[src/rtl/i2c_burst_reader.sv]
// Single-master I2C burst reader: S, addr+W, reg, Sr, addr+R, N data bytes, P.
// SCL/SDA are open-drain; the *_oe outputs pull the line low when set.
module i2c_burst_reader #(
  parameter int         QTR        = 8,
  parameter logic [6:0] SLAVE_ADDR = 7'h19,
  parameter int         MAX_BYTES  = 6
) (
  input  logic                             clk12M,
  input  logic                             rst_n,
  input  logic                             start,
  input  logic [7:0]                       reg_addr,
  input  logic [$clog2(MAX_BYTES+1)-1:0]   byte_cnt,
  output logic                             busy,
  output logic                             done,
  output logic                             ack_err,
  output logic [8*MAX_BYTES-1:0]           rd_data,
  output logic                             scl_oe,
  output logic                             sda_oe,
  input  logic                             sda_i
);

  localparam int CW = $clog2(MAX_BYTES+1);
  localparam int QW = $clog2(QTR);
  localparam logic [QW-1:0] QLAST = QW'(QTR-1);
  localparam logic [CW-1:0] NMAX  = CW'(MAX_BYTES);

  typedef enum logic [3:0] {
    S_IDLE, S_START, S_ADDR_W, S_ACK1, S_REG, S_ACK2, S_RSTART,
    S_ADDR_R, S_ACK3, S_READ, S_MACK, S_ERR, S_STOP
  } state_t;

  state_t                 state_q, state_d;
  logic [QW-1:0]          qcnt_q, qcnt_d;
  logic [2:0]             ph_q, ph_d;
  logic [2:0]             bit_q, bit_d;
  logic [7:0]             sh_q, sh_d;
  logic [7:0]             regad_q, regad_d;
  logic [CW-1:0]          rem_q, rem_d;
  logic [CW-1:0]          idx_q, idx_d;
  logic [8*MAX_BYTES-1:0] buf_q, buf_d;
  logic [8*MAX_BYTES-1:0] rd_data_q, rd_data_d;
  logic                   rx_q, rx_d;
  logic                   err_q, err_d;
  logic                   done_q, done_d;
  logic                   ack_err_q, ack_err_d;
  logic                   scl_oe_q, scl_oe_d;
  logic                   sda_oe_q, sda_oe_d;
  logic                   sync1_q, sync2_q;

  logic          tick, bit_end, samp;
  logic [CW-1:0] nbytes;

  assign tick    = (qcnt_q == QLAST);
  assign bit_end = tick && (ph_q == 3'd3);
  assign samp    = tick && (ph_q == 3'd2);

  always_comb begin
    nbytes = byte_cnt;
    if (byte_cnt == '0)       nbytes = CW'(1);
    else if (byte_cnt > NMAX) nbytes = NMAX;
  end

  always_comb begin
    state_d   = state_q;
    qcnt_d    = tick ? '0 : qcnt_q + 1'b1;
    ph_d      = tick ? ph_q + 3'd1 : ph_q;
    bit_d     = bit_q;
    sh_d      = sh_q;
    regad_d   = regad_q;
    rem_d     = rem_q;
    idx_d     = idx_q;
    buf_d     = buf_q;
    rx_d      = rx_q;
    err_d     = err_q;
    done_d    = 1'b0;
    ack_err_d = ack_err_q;
    rd_data_d = rd_data_q;
    scl_oe_d  = 1'b0;
    sda_oe_d  = 1'b0;

    case (state_q)
      S_IDLE: begin
        qcnt_d = '0;
        ph_d   = '0;
        // a start coinciding with the done pulse is dropped, not queued
        if (start && !done_q) begin
          state_d = S_START;
          regad_d = reg_addr;
          rem_d   = nbytes;
          idx_d   = '0;
          buf_d   = rd_data_q;
          err_d   = 1'b0;
        end
      end
      S_START: begin
        sda_oe_d = 1'b1;
        if (tick && ph_q == 3'd1) begin
          state_d = S_ADDR_W;
          ph_d    = '0;
          bit_d   = '0;
          sh_d    = {SLAVE_ADDR, 1'b0};
        end
      end
      S_ADDR_W, S_REG, S_ADDR_R: begin
        scl_oe_d = (ph_q < 3'd2);
        sda_oe_d = ~sh_q[7];
        if (bit_end) begin
          ph_d  = '0;
          bit_d = bit_q + 3'd1;
          sh_d  = {sh_q[6:0], 1'b0};
          if (bit_q == 3'd7) begin
            if (state_q == S_ADDR_W)  state_d = S_ACK1;
            else if (state_q == S_REG) state_d = S_ACK2;
            else                       state_d = S_ACK3;
          end
        end
      end
      S_ACK1, S_ACK2, S_ACK3: begin
        scl_oe_d = (ph_q < 3'd2);
        if (samp) rx_d = sync2_q;
        if (bit_end) begin
          ph_d  = '0;
          bit_d = '0;
          if (rx_q) begin
            state_d = S_ERR;
          end else if (state_q == S_ACK1) begin
            state_d = S_REG;
            sh_d    = regad_q;
          end else if (state_q == S_ACK2) begin
            state_d = S_RSTART;
          end else begin
            state_d = S_READ;
          end
        end
      end
      S_RSTART: begin
        scl_oe_d = (ph_q == 3'd0);
        sda_oe_d = (ph_q >= 3'd2);
        if (tick && ph_q == 3'd3) begin
          state_d = S_ADDR_R;
          ph_d    = '0;
          bit_d   = '0;
          sh_d    = {SLAVE_ADDR, 1'b1};
        end
      end
      S_READ: begin
        scl_oe_d = (ph_q < 3'd2);
        if (samp) sh_d = {sh_q[6:0], sync2_q};
        if (bit_end) begin
          ph_d  = '0;
          bit_d = bit_q + 3'd1;
          if (bit_q == 3'd7) begin
            state_d = S_MACK;
            for (int k = 0; k < MAX_BYTES; k++)
              if (idx_q == CW'(k)) buf_d[8*k +: 8] = sh_q;
            idx_d = idx_q + 1'b1;
            rem_d = rem_q - 1'b1;
          end
        end
      end
      S_MACK: begin
        scl_oe_d = (ph_q < 3'd2);
        sda_oe_d = (rem_q != '0);
        if (bit_end) begin
          ph_d    = '0;
          state_d = (rem_q != '0) ? S_READ : S_STOP;
        end
      end
      S_ERR: begin
        err_d   = 1'b1;
        state_d = S_STOP;
        ph_d    = '0;
        qcnt_d  = '0;
      end
      S_STOP: begin
        scl_oe_d = (ph_q == 3'd0);
        sda_oe_d = (ph_q <= 3'd2);
        if (tick && ph_q == 3'd4) begin
          state_d   = S_IDLE;
          ph_d      = '0;
          done_d    = 1'b1;
          ack_err_d = err_q;
          if (!err_q) rd_data_d = buf_q;
        end
      end
      default: state_d = S_IDLE;
    endcase
  end

  always_ff @(posedge clk12M or negedge rst_n) begin
    if (!rst_n) begin
      state_q   <= S_IDLE;
      qcnt_q    <= '0;
      ph_q      <= '0;
      bit_q     <= '0;
      sh_q      <= '0;
      regad_q   <= '0;
      rem_q     <= '0;
      idx_q     <= '0;
      buf_q     <= '0;
      rd_data_q <= '0;
      rx_q      <= 1'b0;
      err_q     <= 1'b0;
      done_q    <= 1'b0;
      ack_err_q <= 1'b0;
      scl_oe_q  <= 1'b0;
      sda_oe_q  <= 1'b0;
      sync1_q   <= 1'b1;
      sync2_q   <= 1'b1;
    end else begin
      state_q   <= state_d;
      qcnt_q    <= qcnt_d;
      ph_q      <= ph_d;
      bit_q     <= bit_d;
      sh_q      <= sh_d;
      regad_q   <= regad_d;
      rem_q     <= rem_d;
      idx_q     <= idx_d;
      buf_q     <= buf_d;
      rd_data_q <= rd_data_d;
      rx_q      <= rx_d;
      err_q     <= err_d;
      done_q    <= done_d;
      ack_err_q <= ack_err_d;
      scl_oe_q  <= scl_oe_d;
      sda_oe_q  <= sda_oe_d;
      sync1_q   <= sda_i;
      sync2_q   <= sync1_q;
    end
  end

  assign busy    = (state_q != S_IDLE);
  assign done    = done_q;
  assign ack_err = ack_err_q;
  assign rd_data = rd_data_q;
  assign scl_oe  = scl_oe_q;
  assign sda_oe  = sda_oe_q;

endmodule

[config.mk]
export PLATFORM = sky130hd
export DESIGN_NAME = i2c_burst_reader
export DESIGN_NICKNAME = d
export VERILOG_FILES = /design/src/rtl/i2c_burst_reader.sv
export SDC_FILE = /design/constraint.sdc
export NUM_CORES = 1
export LEC_CHECK = 0
export ABC_AREA = 1
export BUFFER_PORTS_ARGS = -buffer_cell sky130_fd_sc_hd__buf_2
export CAP_MARGIN = 40
export CELL_PAD_IN_SITES_DETAIL_PLACEMENT = 0
export CELL_PAD_IN_SITES_GLOBAL_PLACEMENT = 1
export CORE_MARGIN = 2
export CORE_UTILIZATION = 45
export CTS_CLUSTER_DIAMETER = 60
export DETAILED_ROUTE_END_ITERATION = 10
export PLACE_DENSITY_LB_ADDON = 0.1
export SYNTH_ARGS = -nofsm -noshare
export SYNTH_HDL_FRONTEND = slang
export SYNTH_SLANG_ARGS = --single-unit
[constraint.sdc]
create_clock -name clk12M -period 2.1 [get_ports clk12M]
set_input_delay 0.21 -clock clk12M [delete_from_list [all_inputs] [get_ports clk12M]]
set_output_delay 0.21 -clock clk12M [all_outputs]
set_load 0.01 [all_outputs]
Word-level counts from Yosys, hierarchy flattened
Index checks and enable logic that the tools add are counted.
{"block": "totals", "output_inout_bits": 53, "input_bits": 15, "ram_bits": 0, "romBits": 0, "latch_bits": 0, "n_memories": 0, "reg_bits": 139, "wordCells": 179}
{"block": "op_classes", "reduce_logical": 39, "n_addsub": 5, "shifts": 0, "div_mod_pow": 0, "bitwise_logic": 2, "multipliers": 0, "eq_ne": 44, "mux": 62, "order_cmp": 4}
{"op": "$mux W48", "count": 3}
{"op": "$mux W8", "count": 13}
{"op": "$pmux W48 S2", "count": 1}
{"op": "$mux W4", "count": 15}
{"op": "$mux W3", "count": 18}
{"op": "$pmux W8 S5", "count": 1}
{"op": "$ne A2 B2 Y1 const B", "count": 19}
{"op": "$pmux W4 S9", "count": 1}
{"op": "$reduce_and A5 Y1", "count": 6}
{"op": "$eq A4 B4 Y1 const B", "count": 5}
{"op": "$eq A4 B3 Y1 const B", "count": 4}
{"op": "$eq A3 B3 Y1 const B", "count": 5}
{"op": "$add A3 B1 Y3 const B", "count": 4}
{"op": "$eq A3 B2 Y1 const B", "count": 4}
{"op": "$pmux W3 S2", "count": 2}
{"op": "$pmux W3 S4", "count": 1}
{"op": "$reduce_and A10 Y1", "count": 1}
{"op": "$logic_not A3 Y1", "count": 3}
{"op": "$pmux W3 S3", "count": 1}
{"op": "$reduce_or A9 Y1", "count": 1}
{"op": "$eq A4 B2 Y1 const B", "count": 2}
{"op": "$reduce_and A2 Y1", "count": 4}
{"op": "$reduce_and A4 Y1", "count": 2}
{"op": "$reduce_and A8 Y1", "count": 1}
{"op": "other kinds (24)", "count": 39}

Logic depth before layout (Yosys ltp)
Gate-level depths: netlist of run 1.
{"block": "logic_depth", "depth_word": 6, "ltp_mapped": 12, "mapped_depth_nobuf": 11}

Worst setup path before layout of run 1
No wires, ideal clock.
{"block": "synth_path", "kind": "register to register", "startpoint": "register qcnt_q[0]", "endpoint": "register buf_q[47]", "synth_period_minus_slack_ps": 1789, "t_arrival_ps": 1670, "path_stages_with_launch": 12, "setup_ps": 119, "required_ps": 1981, "slack_ps": 311, "n_path_buf": 2, "cell_sequence": "dfrtp_1 > ha_1 > ha_1 > buf_2 > nand2_2 > inv_1 > nand2_4 > o21ai_2 > nand2_4 > buf_6 > nor2_2 > a21oi_2"}
{"block": "synth_between", "elab_chain_cells": 4}
{"item": "start, declared", "line": "33", "source": "logic [QW-1:0] qcnt_q, qcnt_d;"}
{"item": "start signal, assigned", "line": "212", "source": "qcnt_q <= qcnt_d;"}
{"item": "$eq A3 B3 Y1", "line": "53", "source": "assign tick = (qcnt_q == QLAST);"}
{"item": "$logic_and A1 B1 Y1", "line": "54", "source": "assign bit_end = tick && (ph_q == 3'd3);"}
{"item": "$ne A2 B2 Y1 (no line)"}
{"item": "$reduce_and A5 Y1 (no line)"}
{"item": "end signal, assigned", "line": "219", "source": "buf_q <= buf_d;"}
{"item": "end, declared", "line": "40", "source": "logic [8*MAX_BYTES-1:0] buf_q, buf_d;"}
No other way between the ends.
A chain may end at the register's enable or synchronous reset.

Final worst setup path of run 1
{"block": "layout_path", "startpoint": "register state_q[3]", "endpoint": "register sh_q[2]"}
{"block": "layout_between", "elab_chain_cells": 4, "elab_cells_between_ends": 21, "classes_between": "eq/ne: 16; mux: 1; reduce/logical: 4"}
{"item": "start, declared", "line": "32", "source": "state_t state_q, state_d;"}
{"item": "start signal, assigned", "line": "211", "source": "state_q <= state_d;"}
{"item": "$eq A4 B2 Y1 (tied with other cells)", "line": "81, 126"}
{"item": "$reduce_or A3 Y1", "line": "81", "source": "case (state_q)"}
{"item": "$reduce_bool A5 Y1 (no line) or $ne A2 B2 Y1 (tied branches)"}
{"item": "$reduce_and A8 Y1 (no line)"}
{"item": "end signal, assigned", "line": "196", "source": "sh_q <= '0;"}
{"item": "end signal, assigned", "line": "215", "source": "sh_q <= sh_d;"}
{"item": "end, declared", "line": "36", "source": "logic [7:0] sh_q, sh_d;"}
Parallel ways exist; a longest one is shown, timed or not.

==> results.txt, run 1 <==
- The flow ran to the end, and the final reports show no timing, DRC or antenna violations.
- For the pin with the worst max-slew slack, the measured transition is approximately 540 ps.
* Final worst-path cycle share: 91.5%
- CTS tree: done
- Sequential elements use ~50% of the synthesized area.
- The number of nets in the synthesized netlist is 841.
- Placed Area: between 7000 and 8000 sq um
- Number of different library cells in the post-synthesis netlist: 37
- DRC violation total after the first TritonRoute iteration: 372
- The final layout contains routed wiring with a total length of around 17 mm.
* Ratio of cells with drive above 1 in the final layout: 23.8%
* Arr. time, crit path: 2230 ps
* Number of global-route vias before repair: ~5500
- Dividing the detail-routed via count by the number of cells gives slightly above 5.
- Hold crit path type: input pin to flip-flop
* Clock sink total: approximately 140
- The die is roughly 130 um wide.
* DP Wirelength: between 10 and 15 mm
- The first global-routing pass estimated between 20 and 30 mm of wire.
* Slowest cell on the critical path: sky130_fd_sc_hd__dfrtp_1
- For this configuration, the core starts out at a cell density of roughly 46%.
- Worst-path fanout max: 14
- Synthesized area: between 6000 and 7000 sq um
- Cells along the critical path: inv_1, nor2_2, nand2_1, nand3_4, nand2_1, inv_2, nor2_4, buf_4, nand3_1, nand2_1
- Setup violations remaining at the end of the flow were counted as 0.
* H-tree depth reported by CTS: 4
* Post-CTS clock slew at the launch and capture registers of the worst setup and hold paths: 60 ps
- From synthesis to final layout, the design area changed by 18.3%.
- For this run the aggregate overflow at the end of global routing stands at 0.
- The longest clock path from root to sink contains 2 buffers.
- In this run the count of I/O pins placed on the die edge is 68.
- Combined area of the multi-input logic cells: a little over 3000 sq um
- The average instance in the mapped netlist occupies approximately 8.6 sq um.
- In the final design database the tool counted ~930 nets.
- RD Place Congestion: around 0.87
- The clock reaches the later pin of the worst-skew pair after 420 ps.
* Die area: roughly 16000 sq um
- During synthesis, Yosys emitted a total of 0 warnings.
* Count of maximum capacitance violations: 0
* Clock buffers created by TritonCTS: 17
* Number of placement rows: 45
* Gate Count Post-Synth: 810
- Post-Place Worst Slack: ~140 ps
- FF+latch area: 3480 sq um
- The root buffer cell chosen for the clock tree is sky130_fd_sc_hd__clkbuf_16.
* Final Instance Area: about 8200 sq um
* CP startpoint kind: flip-flop
- Setup Skew: 4.42 ps
- Timing would allow up to ~0.52 GHz.
- Floorplan Core Area: about 15000 sq um
* VDD IR max: approximately 800 uV
- In this run the most critical hold path is launched from byte_cnt[1].
* Hold violation count in the final report: 0
- Critical path class: flip-flop to flip-flop
* R2r startpoint: state_q[3]
- In the final routed layout, each cell accounts on average for about 16 um.
* Vertical die dimension: approximately 130 um
- Leakage power total: approximately 0.0045 uW
* Total inserted antenna cells: 0
* Port Buffers: 67
* Setup tns final: 0 ps
- Dominant cell type by count on the critical path: sky130_fd_sc_hd__nand2_1
- Total buffers and inverters traversed by the critical path: 3
- Data on the critical path is required at its endpoint by 2410 ps.
* Post-layout power: between 10000 and 15000 uW
* Final ANT Viol Nets: 0
* Power per standard cell area: ~1300 nW/um^2
- Once routing completed, OpenROAD measured the worst setup slack at between 150 and 200 ps.
- TritonRoute pass-1 iters: 5
- Critical path's top delay family: simple AND/OR/NAND/NOR gates
- Initial antenna violation count: 0
- For this run, the slowest stage of the critical path takes approximately 600 ps.
- Maximum number of pins on one net before global-route repair: just under 100
- DRC violations left: 0
- The routed layout has 5580 vias.
* Worst max-slew margin expressed relative to the limit: between 60% and 70%
- In this run, synthesis produced a sequential element count of about 140.
- Capturing element type of the critical path: flip-flop
* Crit. Startpoint: state_q[3]
* Filler cells: between 1000 and 1500
- Clock period minus worst slack: approximately 1900 ps
- Final slew viol count: 0
- Total GRT Usage: ~22%
- Unrepaired setup endpoints after global routing: no
-- layer usage --
layer / GRT usage (%) / vias to the layer above / routed length, um
met5: 0 / - / 0
met4: 7.30 / 0 / 243
met3: 4.24 / 21 / 624
met2: 35.2 / 126 / 8080
met1: 30.6 / 2674 / 8050
li1: - / 2759 / -
-- synthesized netlist by cell type, drive strengths merged --
| cell type | count | area share, % |
|---|---|---|
| nand2 | 270 | 16 |
| xnor2 | 2 | 0.25 |
| o21a | 1 | 0.11 |
| inv | 81 | 4.4 |
| nand4 | 2 | 0.18 |
| ha | 16 | 2.9 |
| o21ai | 66 | 5.3 |
| o211ai | 3 | 0.32 |
| a211oi | 2 | 0.22 |
| dfstp | 2 | 0.75 |
| o22ai | 2 | 0.18 |
| nand3b | 2 | 0.22 |
| buf | 14 | 1.7 |
| dfrtp | 137 | 49 |
| nor2 | 75 | 5.4 |
| nand3 | 64 | 4.9 |
| mux2i | 1 | 0.14 |
| nor3 | 3 | 0.38 |
| a21oi | 55 | 6.4 |
| clkbuf | 11 | 0.59 |
| or2 | 1 | 0.090 |
-- tightest hold or removal path: cells and delay by family --
family / cells / cell delay [ps]
AO/OA/AOI/OAI: 2 / 180
buffers and inverters: 1 / 110
-- placed cells by master (no fill, tap or decap), drive strengths merged, types with 3 or more instances in the layout --
cell type / count
bufinv: 3
inv: 82
dfrtp: 137
nand3: 64
nor2: 75
buf: 82
nand2: 270
ha: 16
a21oi: 55
o21ai: 66
clkbuf: 23
nor3: 3
dlygate4sd3: 10
clkinv: 3
o211ai: 3
-- report_power, final --
| group | internal, uW | leakage, uW | switching (uW) |
|---|---|---|---|
| sequential | 3200 | 0.00186 | 292 |
| combinational | 1360 | 0.00232 | 2850 |
| clock | 1950 | 0.000293 | 1100 |
| total | 6510 | 0.00447 | 4250 |
-- stage by stage --
stage | util (%) | hold slack, ps | instances
CTS | 54.2 | 116 | 1093
finish | 54.4 | 126 | 1095
floorplan | - | -85.6 | 810
global route | 54.4 | 147 | 1095
global placement | 49.6 | 209 | 1053
detailed placement | 49.6 | 210 | 1053
-- kinds of logic after synthesis --
logic type	synth area share, %
simple gates	27.4
flops	50.0
compound gates	12.6
buf+inv	6.78
fa+ha+maj	2.88
xor+xnor	0.252
mux	0.144
-- area by class of cell --
class	instances	share of cell area, %
Clock inverter	7	1.38
Inverter	81	3.75
Timing Repair Buffer	92	7.19
Multi-Input combinational cell	565	36.8
Sequential cell	139	42.3
Tap cell	188	2.86
Clock buffer	23	5.80
-- final timing paths --
| path | endpoint | slack (ps) | cells past startpoint |
|---|---|---|---|
| min reg2reg | sync2_q | 360 | 0 |
| max | sh_q[2] | 180 | 10 |
| max reg2reg | sh_q[2] | 180 | 10 |
| max in group asynchronous | buf_q[5] | 1110 | 3 |
| min | rem_q[1] | 130 | 3 |
| min in group asynchronous | buf_q[27] | 330 | 2 |
-- flip-flops by register name (all words and copies together), names as in the netlist --
register  cells
sh_q          8
rd_data      48
rx_q          1
err_q         1
sync2_q       1
ack_err       1
regad_q       8
bit_q         3
sda_oe        1
buf_q        48
done          1
qcnt_q        3
state_q       4
ph_q          3
sync1_q       1
idx_q         3
rem_q         3
scl_oe        1
-- what timing repair did --
item,CTS,global route
resized for setup,0,2
setup endpoints to repair,0,12
buffers inserted,0,2
hold buffers,10,0
endpoints found under the hold margin,60,0
(Power assumes the default switching activity.)
==> run 2, diff against run 1 <==
--- a/config.mk
+++ b/config.mk
@@ -6,7 +6,6 @@
 export NUM_CORES = 1
 export LEC_CHECK = 0
 export ABC_AREA = 1
-export BUFFER_PORTS_ARGS = -buffer_cell sky130_fd_sc_hd__buf_2
 export CAP_MARGIN = 40
 export CELL_PAD_IN_SITES_DETAIL_PLACEMENT = 0
 export CELL_PAD_IN_SITES_GLOBAL_PLACEMENT = 1
@@ -14,7 +13,9 @@
 export CORE_UTILIZATION = 45
 export CTS_CLUSTER_DIAMETER = 60
 export DETAILED_ROUTE_END_ITERATION = 10
+export DONT_BUFFER_PORTS = 1
 export PLACE_DENSITY_LB_ADDON = 0.1
+export SLEW_MARGIN = 20
 export SYNTH_ARGS = -nofsm -noshare
 export SYNTH_HDL_FRONTEND = slang
 export SYNTH_SLANG_ARGS = --single-unit
==> results.txt, run 2 (synthesis gave the netlist of run 1 again) <==
- Run status: complete, but fails checks (was finished, final reports clean).
* Failing checks: negative hold slack
- The worst ir drop on vdd was 652 uV (was 782 uV).
* Final setup violation count: 0 (unchanged)
- The path type of the worst setup path is flip-flop to flip-flop (unchanged).
* Cells along the critical path: inv_1, ha_1, nand3_1, nor3_4, nand2_4, buf_12, nor2_1, a21oi_2 (was inv_1, nor2_2, nand2_1, nand3_4, nand2_1, inv_2, nor2_4, buf_4, nand3_1, nand2_1)
- Count of maximum capacitance violations: 0 (unchanged)
- The die area is 16500 sq um (unchanged).
* Clock sink total: 139 (unchanged)
- Capturing element type of the critical path: flip-flop (unchanged)
* Hold violation count in the final report: 139 (was 0)
* Post-Route Hold Slack: -517 ps (was 126 ps)
- The pin count of the biggest net entering global routing was 140 (was 98).
- Slowest cell on the critical path: sky130_fd_sc_hd__dfrtp_1 (unchanged)
* DR WL/cell: 15.9 um (was 15.5 um)
- The family of cells with the greatest summed delay on the critical path was simple AND/OR/NAND/NOR gates (unchanged).
- The initial antenna violation count was 0 (unchanged).
- The CTS tree was done (unchanged).
- The worst endpoint data arrival time came to 2200 ps (was 2230 ps).
* Max clock buf depth: 2 (unchanged)
* DRC violations left: 0 (unchanged)
- The cts-stage hold buffer count came to 10 (unchanged).
* H-tree depth reported by CTS: 4 (unchanged)
- Total GRT Usage: 21.6% (was 22.1%)
- The count of nets after finishing is 860 (was 927).
- The largest stage delay on the critical path is 420 ps (was 600 ps).
* Total buffers and inverters traversed by the critical path: 2 (was 3)
- Worst Tran Pin Value: 502 ps (was 541 ps)
- TritonRoute pass-1 iters: 5 (unchanged)
- Filler cells: 1467 (was 1392)
- Unrepaired setup endpoints after global routing: no (unchanged).
* Commonest non-fill, non-tap cell in the layout: sky130_fd_sc_hd__nand2_1 (unchanged)
- Top-Level Pins: 68 (unchanged)
- Width of the die: 128 um (unchanged)
* Clock period minus worst slack: 1920 ps (about the same)
- The kind of start point of the critical path is a flip-flop (unchanged).
- Port Buffers: 0 (was 67)
- Total inserted antenna cells: 0 (unchanged)
- Floorplan Core Area: 15100 sq um (unchanged)
- DRC violation total after the first TritonRoute iteration: 322 (was 372)
- The aggregate routed wire length was 16.3 mm (was 17.0 mm).
- The number of nets still failing antenna checks after routing is 0 (unchanged).
* Worst-path fanout max: 97 (was 14)
- The layout overhead on the synthesized area was 12.3% (was 18.3%).
* Initial Utilization: 46.0% (unchanged)
- Worst max-slew margin expressed relative to the limit: 66.5% (was 63.9%)
- Via density per instance: 5.19 (was 5.10)
- The power density normalized to cell area came to 1330 nW/um^2 (was 1310 nW/um^2).
* Via count: 5332 (was 5580)
- The cell leakage power is 0.00409 uW (was 0.00447 uW).
* Setup tns final: 0 ps (unchanged)
- The clock root buffer master is sky130_fd_sc_hd__clkbuf_16 (unchanged).
- Wire length of the first global-routing pass: 27.5 mm (was 28.1 mm)
- Clock buffers created by TritonCTS: 17 (unchanged)
* Top library cells by usage in the layout, fill and taps aside: sky130_fd_sc_hd__nand2_1, sky130_fd_sc_hd__dfrtp_1, sky130_fd_sc_hd__inv_1 (unchanged)
- The origin of the critical flop-to-flop path was ph_q[1] (was state_q[3]).
* Number of global-route vias before repair: 5286 (was 5473)
- The remaining global-route overflow is 0 (unchanged).
* Later-pin clock latency in the skew report: 420 ps (about the same)
- RD Place Congestion: 0.908 (was 0.873)
- Crit. Startpoint: ph_q[1] (was state_q[3])
- The CTS clock-pin slew for the worst setup and hold paths is 60 ps (about the same).
- Setup Skew: 10.2 ps (was 4.42 ps)
- The critical path data required time came to 2390 ps (was 2410 ps).
- The final clock period utilization by the worst path was 91.2% (was 91.5%).
* Ratio of cells with drive above 1 in the final layout: 17.9% (was 23.8%)
- Hold crit path type: input pin to async pin (was input pin to flip-flop)
- Number of placement rows: 45 (unchanged)
* Maximum operating frequency: 0.522 GHz (was 0.520 GHz)
- The vertical die dimension was 128 um (unchanged).
- Final slew viol count: 0 (unchanged)
- DP Wirelength: 10.9 mm (was 11.6 mm)
## run 2: path summary, 6_finish.rpt
check                                    to  slack (ps)  depth (start not counted)
worst min register to register      sync2_q         360                          0
worst max register to register  rd_data[16]         180                          8
min in group clk12M                rem_q[2]          50                          4
worst min-delay path              buf_q[38]        -520                          0
max in group asynchronous           sync2_q        2350                          0
worst max-delay path            rd_data[16]         180                          8
## run 2: what timing repair did
action	in CTS	in global routing
gates resized for setup	0	2
endpoints found under the hold margin	149	139
setup endpoints to repair	0	8
buffers inserted	0	2
## run 2: report_power, final
part	switching [uW]	internal [uW]	leakage, uW
clock network	1110	1700	0.000269
registers	293	3200	0.00186
logic	2790	1320	0.00196
## run 2: final cells by class
class | instances | area (sq um) | share of cell area (%)
multi-input cells | 565 | 3020 | 38.7
flip-flops and latches | 139 | 3480 | 44.5
inverters | 81 | 309 | 3.95
clock buffers | 23 | 478 | 6.11
well taps | 188 | 235 | 3.01
repair buffers | 25 | 225 | 2.88
clock inverters | 7 | 66.3 | 0.848
## run 2: through the flow
step                      instance area, sq um  setup WS [ps]  total power [uW]  util, %  std cells
after floorplan                           6960            311              6690        -        810
final                                     7820            184             10400     51.6       1028
after detailed placement                  7150            114              7530     47.2        986
after global placement                    7150            132              7470     47.2        986
after global routing                      7820           9.27             11200     51.6       1028
after CTS                                 7790            104             10400     51.5       1026
## run 2: per-layer routing
metal	wire length (um)	part of all wire [%]	track usage [%]
met1	7630	47	29.1
met2	7780	48	34.5
met3	689	4.2	5.49
met4	227	1.4	6.40
met5	0	0	0
